$ cat config.mk
export PLATFORM = sky130hd
export DESIGN_NAME = cordic_rotator_pipe
export DESIGN_NICKNAME = d
export VERILOG_FILES = /design/src/rtl/cordic_rotator_pipe.sv
export SDC_FILE = /design/constraint.sdc
export NUM_CORES = 2
export LEC_CHECK = 0
export CORE_MARGIN = 2
export CORE_UTILIZATION = 40
export CTS_BUF_LIST = sky130_fd_sc_hd__clkbuf_8
export DETAILED_ROUTE_END_ITERATION = 16
export HOLD_SLACK_MARGIN = 0.08
export PLACE_DENSITY = 0.54
export RECOVER_POWER = 50
export SYNTH_ARGS = -nofsm -noshare
export SYNTH_HDL_FRONTEND = slang
export SYNTH_SLANG_ARGS = --single-unit
$ cat constraint.sdc
create_clock -name clk -period 6.54 [get_ports clk]
set_clock_uncertainty 0.05 [all_clocks]
set_input_delay 0.981 -clock clk [delete_from_list [all_inputs] [get_ports clk]]
set_output_delay 0.981 -clock clk [all_outputs]
set_load 0.02 [all_outputs]
$ cat src/rtl/cordic_rotator_pipe.sv
// Fully pipelined CORDIC: ROTATE turns (x,y) by angle_in; VECTOR gives |v| and atan2.
// Ports: clk, reset (async low), in_valid/mode_in/x_in/y_in/angle_in -> out_valid/mode_out/x_out/y_out/z_out.
module cordic_rotator_pipe #(
  parameter int DATA_W     = 12,
  parameter int ANGLE_W    = 32,
  parameter int STAGES     = 12,
  parameter int GAIN_MUL   = 311,
  parameter int GAIN_SHIFT = 9
) (
  input  logic                      clk,
  input  logic                      reset,
  input  logic                      in_valid,
  input  logic                      mode_in,
  input  logic signed [DATA_W-1:0]  x_in,
  input  logic signed [DATA_W-1:0]  y_in,
  input  logic        [ANGLE_W-1:0] angle_in,
  output logic                      out_valid,
  output logic                      mode_out,
  output logic signed [DATA_W-1:0]  x_out,
  output logic signed [DATA_W-1:0]  y_out,
  output logic        [ANGLE_W-1:0] z_out
);

  localparam int IW = DATA_W + 2;
  localparam int GW = $clog2(GAIN_MUL + 1) + 1;
  localparam int PW = IW + GW;

  localparam logic [ANGLE_W-1:0] HALF =
    {1'b1, {(ANGLE_W-1){1'b0}}};
  localparam logic signed [PW-1:0] GM = PW'(GAIN_MUL);
  localparam logic signed [PW-1:0] SMAX =
    PW'((2 ** (DATA_W-1)) - 1);
  localparam logic signed [PW-1:0] SMIN =
    PW'(-(2 ** (DATA_W-1)));

  function automatic logic [ANGLE_W-1:0] atan_lut(input int i);
    logic [31:0] t;
    case (i)
      0:       t = 32'h20000000;
      1:       t = 32'h12E4051E;
      2:       t = 32'h09FB385B;
      3:       t = 32'h051111D4;
      4:       t = 32'h028B0D43;
      5:       t = 32'h0145D7E1;
      6:       t = 32'h00A2F61E;
      7:       t = 32'h00517C55;
      8:       t = 32'h0028BE53;
      9:       t = 32'h00145F2F;
      10:      t = 32'h000A2F98;
      11:      t = 32'h000517CC;
      12:      t = 32'h00028BE6;
      13:      t = 32'h000145F3;
      14:      t = 32'h0000A2FA;
      15:      t = 32'h0000517D;
      default: t = 32'h0;
    endcase
    t = t >> (32 - ANGLE_W);
    return t[ANGLE_W-1:0];
  endfunction

  // -(-2^(N-1)) has no N-bit encoding; clamp to +max
  function automatic logic signed [DATA_W-1:0] neg_sat(
    input logic signed [DATA_W-1:0] v
  );
    if (v == {1'b1, {(DATA_W-1){1'b0}}})
      return {1'b0, {(DATA_W-1){1'b1}}};
    return -v;
  endfunction

  function automatic logic signed [DATA_W-1:0] gain_sat(
    input logic signed [IW-1:0] v
  );
    logic signed [PW-1:0] p;
    p = $signed({{GW{v[IW-1]}}, v}) * GM;
    p = p >>> GAIN_SHIFT;
    if (p > SMAX) return SMAX[DATA_W-1:0];
    if (p < SMIN) return SMIN[DATA_W-1:0];
    return p[DATA_W-1:0];
  endfunction

  logic signed [DATA_W-1:0] px, py;
  logic        [ANGLE_W-1:0] pz;
  logic                      flip;

  // angle bits 01/10 mean |angle| > 90 deg: rotate by 180 first
  assign flip = angle_in[ANGLE_W-1] ^ angle_in[ANGLE_W-2];

  always_comb begin
    px = x_in;
    py = y_in;
    pz = mode_in ? '0 : angle_in;
    unique case (1'b1)
      mode_in && x_in[DATA_W-1]: begin
        px = neg_sat(x_in);
        py = neg_sat(y_in);
        pz = HALF;
      end
      !mode_in && flip: begin
        px = neg_sat(x_in);
        py = neg_sat(y_in);
        pz = angle_in + HALF;
      end
      default: ;
    endcase
  end

  logic                      v0, m0;
  logic signed [IW-1:0]      x0, y0;
  logic        [ANGLE_W-1:0] z0;

  always_ff @(posedge clk or negedge reset) begin
    if (!reset) begin
      v0 <= 1'b0;
      m0 <= 1'b0;
      x0 <= '0;
      y0 <= '0;
      z0 <= '0;
    end else begin
      v0 <= in_valid;
      m0 <= mode_in;
      x0 <= {{2{px[DATA_W-1]}}, px};
      y0 <= {{2{py[DATA_W-1]}}, py};
      z0 <= pz;
    end
  end

  for (genvar g = 0; g < STAGES; g++) begin : stg
    localparam logic [ANGLE_W-1:0] AT = atan_lut(g);

    logic                      vi, mi, vr, mr;
    logic signed [IW-1:0]      xi, yi, xr, yr;
    logic signed [IW-1:0]      xs, ys;
    logic        [ANGLE_W-1:0] zi, zr;
    logic                      dpos;

    if (g == 0) begin : src
      assign vi = v0;
      assign mi = m0;
      assign xi = x0;
      assign yi = y0;
      assign zi = z0;
    end else begin : src
      assign vi = stg[g-1].vr;
      assign mi = stg[g-1].mr;
      assign xi = stg[g-1].xr;
      assign yi = stg[g-1].yr;
      assign zi = stg[g-1].zr;
    end

    assign xs = xi >>> g;
    assign ys = yi >>> g;
    // ROTATE drives z to 0; VECTOR drives y to 0
    assign dpos = mi ? yi[IW-1] : ~zi[ANGLE_W-1];

    always_ff @(posedge clk or negedge reset) begin
      if (!reset) begin
        vr <= 1'b0;
        mr <= 1'b0;
        xr <= '0;
        yr <= '0;
        zr <= '0;
      end else begin
        vr <= vi;
        mr <= mi;
        if (dpos) begin
          xr <= xi - ys;
          yr <= yi + xs;
          zr <= zi - AT;
        end else begin
          xr <= xi + ys;
          yr <= yi - xs;
          zr <= zi + AT;
        end
      end
    end
  end

  always_ff @(posedge clk or negedge reset) begin
    if (!reset) begin
      out_valid <= 1'b0;
      mode_out  <= 1'b0;
      x_out     <= '0;
      y_out     <= '0;
      z_out     <= '0;
    end else begin
      out_valid <= stg[STAGES-1].vr;
      mode_out  <= stg[STAGES-1].mr;
      x_out     <= gain_sat(stg[STAGES-1].xr);
      y_out     <= gain_sat(stg[STAGES-1].yr);
      z_out     <= stg[STAGES-1].zr;
    end
  end

endmodule

==> results.md <==
- The number of flip-flops and latches in the synthesized netlist is 857.
- The die is 392 um tall.
- A synthesized cell averages 9.68 um^2.
- The area growth from synthesis to layout is 11.8%.
- The category of the most critical setup path is register to register.
- Summed over all layers, the global routing overflow is 0.
- The run finished, with violations left.
- The tool flagged a number of max-cap violations equal to 7.
- The biggest area contributor in the post-synthesis netlist is dfrtp_1.
- Global routing used 15.9% of the available tracks across all layers.
- The type of the worst min-delay path is register to register.
- The routed length per placed instance is between 10 and 15 um.
- The data arrival time of the critical path is about 6.6 ns.
- The iteration count of the initial detailed-routing pass is 5.
- The cell at the root of the clock tree is clkbuf_8.
- The area of the placeable core is 150000 um^2.
- The dominant cell type by count on the critical path is inv_1.
- Setup violations remaining at the end of the flow were counted as 0.
- The routability-driven placement congestion ratio is around 0.86.
- The first-pass GRT wire length is around 200 mm.
- The number of antenna violations at the first check in global routing is 1.
- The number of vias per cell is 5.00.
- The count of routing violations after the opening detailed-route iteration is roughly 1.9k.
- The clock tree from TritonCTS is yes.
- The max-slew violation count is approximately 280.
- The maximum fanout along the worst path is 11.
- For this configuration, the core starts out at a cell density of 40.2%.
- The final total negative setup slack is 0 ns.
- Counting every sink on the clock net gives 857.
- Derived from the worst setup path, the maximum achievable clock frequency is 170 MHz.
- Row generation in the floorplan step produced 142 rows.
- The fraction of post-synthesis cell area in the top cell type by area is a little over a third.
- The die width is 392 um.
- The later-pin clock latency in the skew report is around 0.9 ns.
- The portion of the clock cycle consumed by the worst path in the final layout is around 90%.
- After synthesis the cells add up to 60200 um^2.
- The distinct cell type count of the synthesized netlist is 81.
- The largest individual stage delay along the critical path comes from the cell fa_1.
- The die covers 154000 um^2.
- The sequential element share of the synthesized area is between 30% and 40%.
- CTS built an H-tree with a depth of 4.
- Headroom to the max-slew limit came out at -212%.
- For the worst flop-to-flop path, the logic depth is 20.
- The maximum number of pins on one net before global-route repair is 192.
- The highest cell delay on the worst timing path is 0.54 ns.
- In this run, CTS created clock tree buffers numbering 159.
- The count of buffers added on input and output ports is 117.
- The measured slew at the worst slew-check pin is between 4 and 5 ns.
- The cell count of the worst hold path is 0.
- When the netlist entered floorplanning its net count stood at just over 7k.
- Post-CTS timing repair inserted 0 buffers for setup.
- Once detail routing completed, the nets flagged for antenna violations numbered 0.
- The number of global-route vias before repair is 43.0k.
- 118 I/O pins were placed.
- The wire-length estimate of the detail-placed layout is 93.5 mm.
- The share of layout cells above drive strength 1 is 4.49%.
- Clock-pin slew was measured on the worst setup and hold paths at around 0.06 ns.
- The final route contains 43.0k vias.
- The cell count after synthesis came out at 6221.
- Subtracting the final worst setup slack from the clock period gives 5.88 ns.
- Walking the worst path, the cells encountered are ha_1, inv_1, fa_1, inv_1, ha_1, fa_1, inv_1, fa_1, inv_1, ha_1, nand3_1, a21oi_1, o41ai_2, o21a_1, a31oi_1, o21ai_0, a221oi_1, o41ai_1, nand2_1, a31o_2.
- The kind of end point of the critical path is a register.
- Data on the critical path is required at its endpoint by 7.24 ns.
- Ranked by total cell area, the synthesized netlist is headed by dfrtp_1, ha_1, xnor2_1.
- Counting flops with an async set or reset pin after synthesis yields a share of 100%.
- The number of synthesized flops with an enable pin is 0.
- Counting along the longest clock path gives a buffer depth of 3.
- The worst setup path is launched from a register.
- Setup repair after global routing left no endpoint under its margin.
- The number of warnings reported in the yosys synthesis log is 0.
- The commonest cells after synthesis are dfrtp_1, ha_1, xnor2_1.
- For this run, design rule violations remaining after detail routing come to 0.
- The number of failing hold endpoints at the final stage is 0.
- The checks that failed: max-capacitance violations, max-slew violations.
- For this run, the post-layout net count is 7467.
- The total detailed-routing wirelength is 120 mm.
- In the synthesized netlist the dominant register cell turns out to be dfrtp_1.
- The most used standard cell by instance count after synthesis is dfrtp_1.
## worst paths after layout
path                                    start         end  slack [ns]
worst min register to register      stg[7].vr   stg[8].vr        0.29
worst max-delay path            stg[11].xr[5]    x_out[2]        0.66
min in group asynchronous               reset  stg[10].vr        2.53
worst min-delay path                stg[7].vr   stg[8].vr        0.29
worst max register to register  stg[11].xr[5]    x_out[2]        0.66
max in group asynchronous               reset   z_out[15]        1.12
## routing by layer
metal  up-vias  global-route usage [%]  routed length (um)
li1      22400                       -                   -
met1     19900                    19.5               54000
met2       510                    28.3               59400
met3       203                    2.62                3430
met4         0                    4.90                2980
met5         -                       0                   0
## per-stage QoR
stage	cell area (um^2)	util [%]	instances	setup WS, ns	hold WS [ns]
3_5_place_dp	64000	42.8	8329	0.462	0.285
2_1_floorplan	60200	-	6221	1.31	0.281
6_report	67300	45.0	8609	0.658	0.287
4_1_cts	67400	45.0	8607	0.352	0.291
3_3_place_gp	64000	42.8	8329	0.569	0.281
5_1_grt	67300	45.0	8609	0.161	0.296
## flip-flops by register name, summed over array words and instances (netlist names)
signal / flops
stg.zr: 352
stg.yr: 153
stg.xr: 152
stg.zi: 64
z_out: 32
stg.xi: 26
stg.yi: 26
x_out: 12
y_out: 12
stg.mr: 11
stg.vr: 11
stg.vi: 2
m0: 1
mode_out: 1
out_valid: 1
stg.mi: 1
## timing repair
item	in CTS	in global routing
hold buffers	1	0
endpoints found under the hold margin	19	0
resized for setup	0	0
## logic make-up after synthesis
logic type | Yosys count | synth area share (%)
and+or+nand+nor | 1541 | 12.1
DFF | 857 | 35.6
AOI/OAI and AO/OA | 1567 | 16.7
xor gates and xnor gates | 713 | 10.4
muxes | 33 | 0.565
adders and majority gates | 932 | 21.0
buffers and inverters | 578 | 3.61
## worst max-delay path: cells and delay by family (launching register included)
family / cells / cell delay [ns]
compound gates: 8 / 2.04
flops: 1 / 0.45
buf+inv: 4 / 0.19
fa+ha+maj: 6 / 2.52
simple gates: 2 / 0.50
## cells in the final DEF (no fill, tap or decap), types with 19 or more instances in the layout
cell | Yosys | layout
fa_1 | 135 | 135
o31a_1 | 20 | 20
nor4_1 | 26 | 26
o41ai_1 | 46 | 46
clkbuf_8 | 0 | 186
mux2i_1 | 25 | 25
xor2_1 | 197 | 197
or4_1 | 19 | 19
nand2_1 | 327 | 327
nand2b_1 | 69 | 69
a2111oi_0 | 22 | 22
and2_1 | 33 | 33
o21a_1 | 95 | 95
nor2b_1 | 122 | 122
clkbuf_1 | 51 | 19
or3_1 | 27 | 27
o21ai_0 | 313 | 313
ha_1 | 797 | 797
nor2_1 | 510 | 510
a21boi_0 | 29 | 29
clkdlybuf4s50_1 | 0 | 112
a31oi_1 | 34 | 34
inv_1 | 514 | 564
a211oi_1 | 45 | 45
a21o_1 | 199 | 199
o31ai_1 | 27 | 27
o211ai_1 | 30 | 30
o21bai_1 | 80 | 80
and3_1 | 56 | 56
a21oi_1 | 485 | 482
dfrtp_1 | 857 | 857
nand4_1 | 31 | 31
nand3_1 | 114 | 114
xnor2_1 | 515 | 515
nor3_1 | 158 | 157
## area by class of cell
class	count	area [um^2]
fillers	14400	82400
multi-input cells	4786	36700
flip-flops and latches	857	21400
clock buffers	186	2560
well taps	2016	2520
inverters	520	1950
repair buffers	151	1390
clock inverters	91	802
diodes	2	5.00
Power is not shown: default switching activity piles up to over one toggle a cycle in this logic, so the estimate is an artifact.
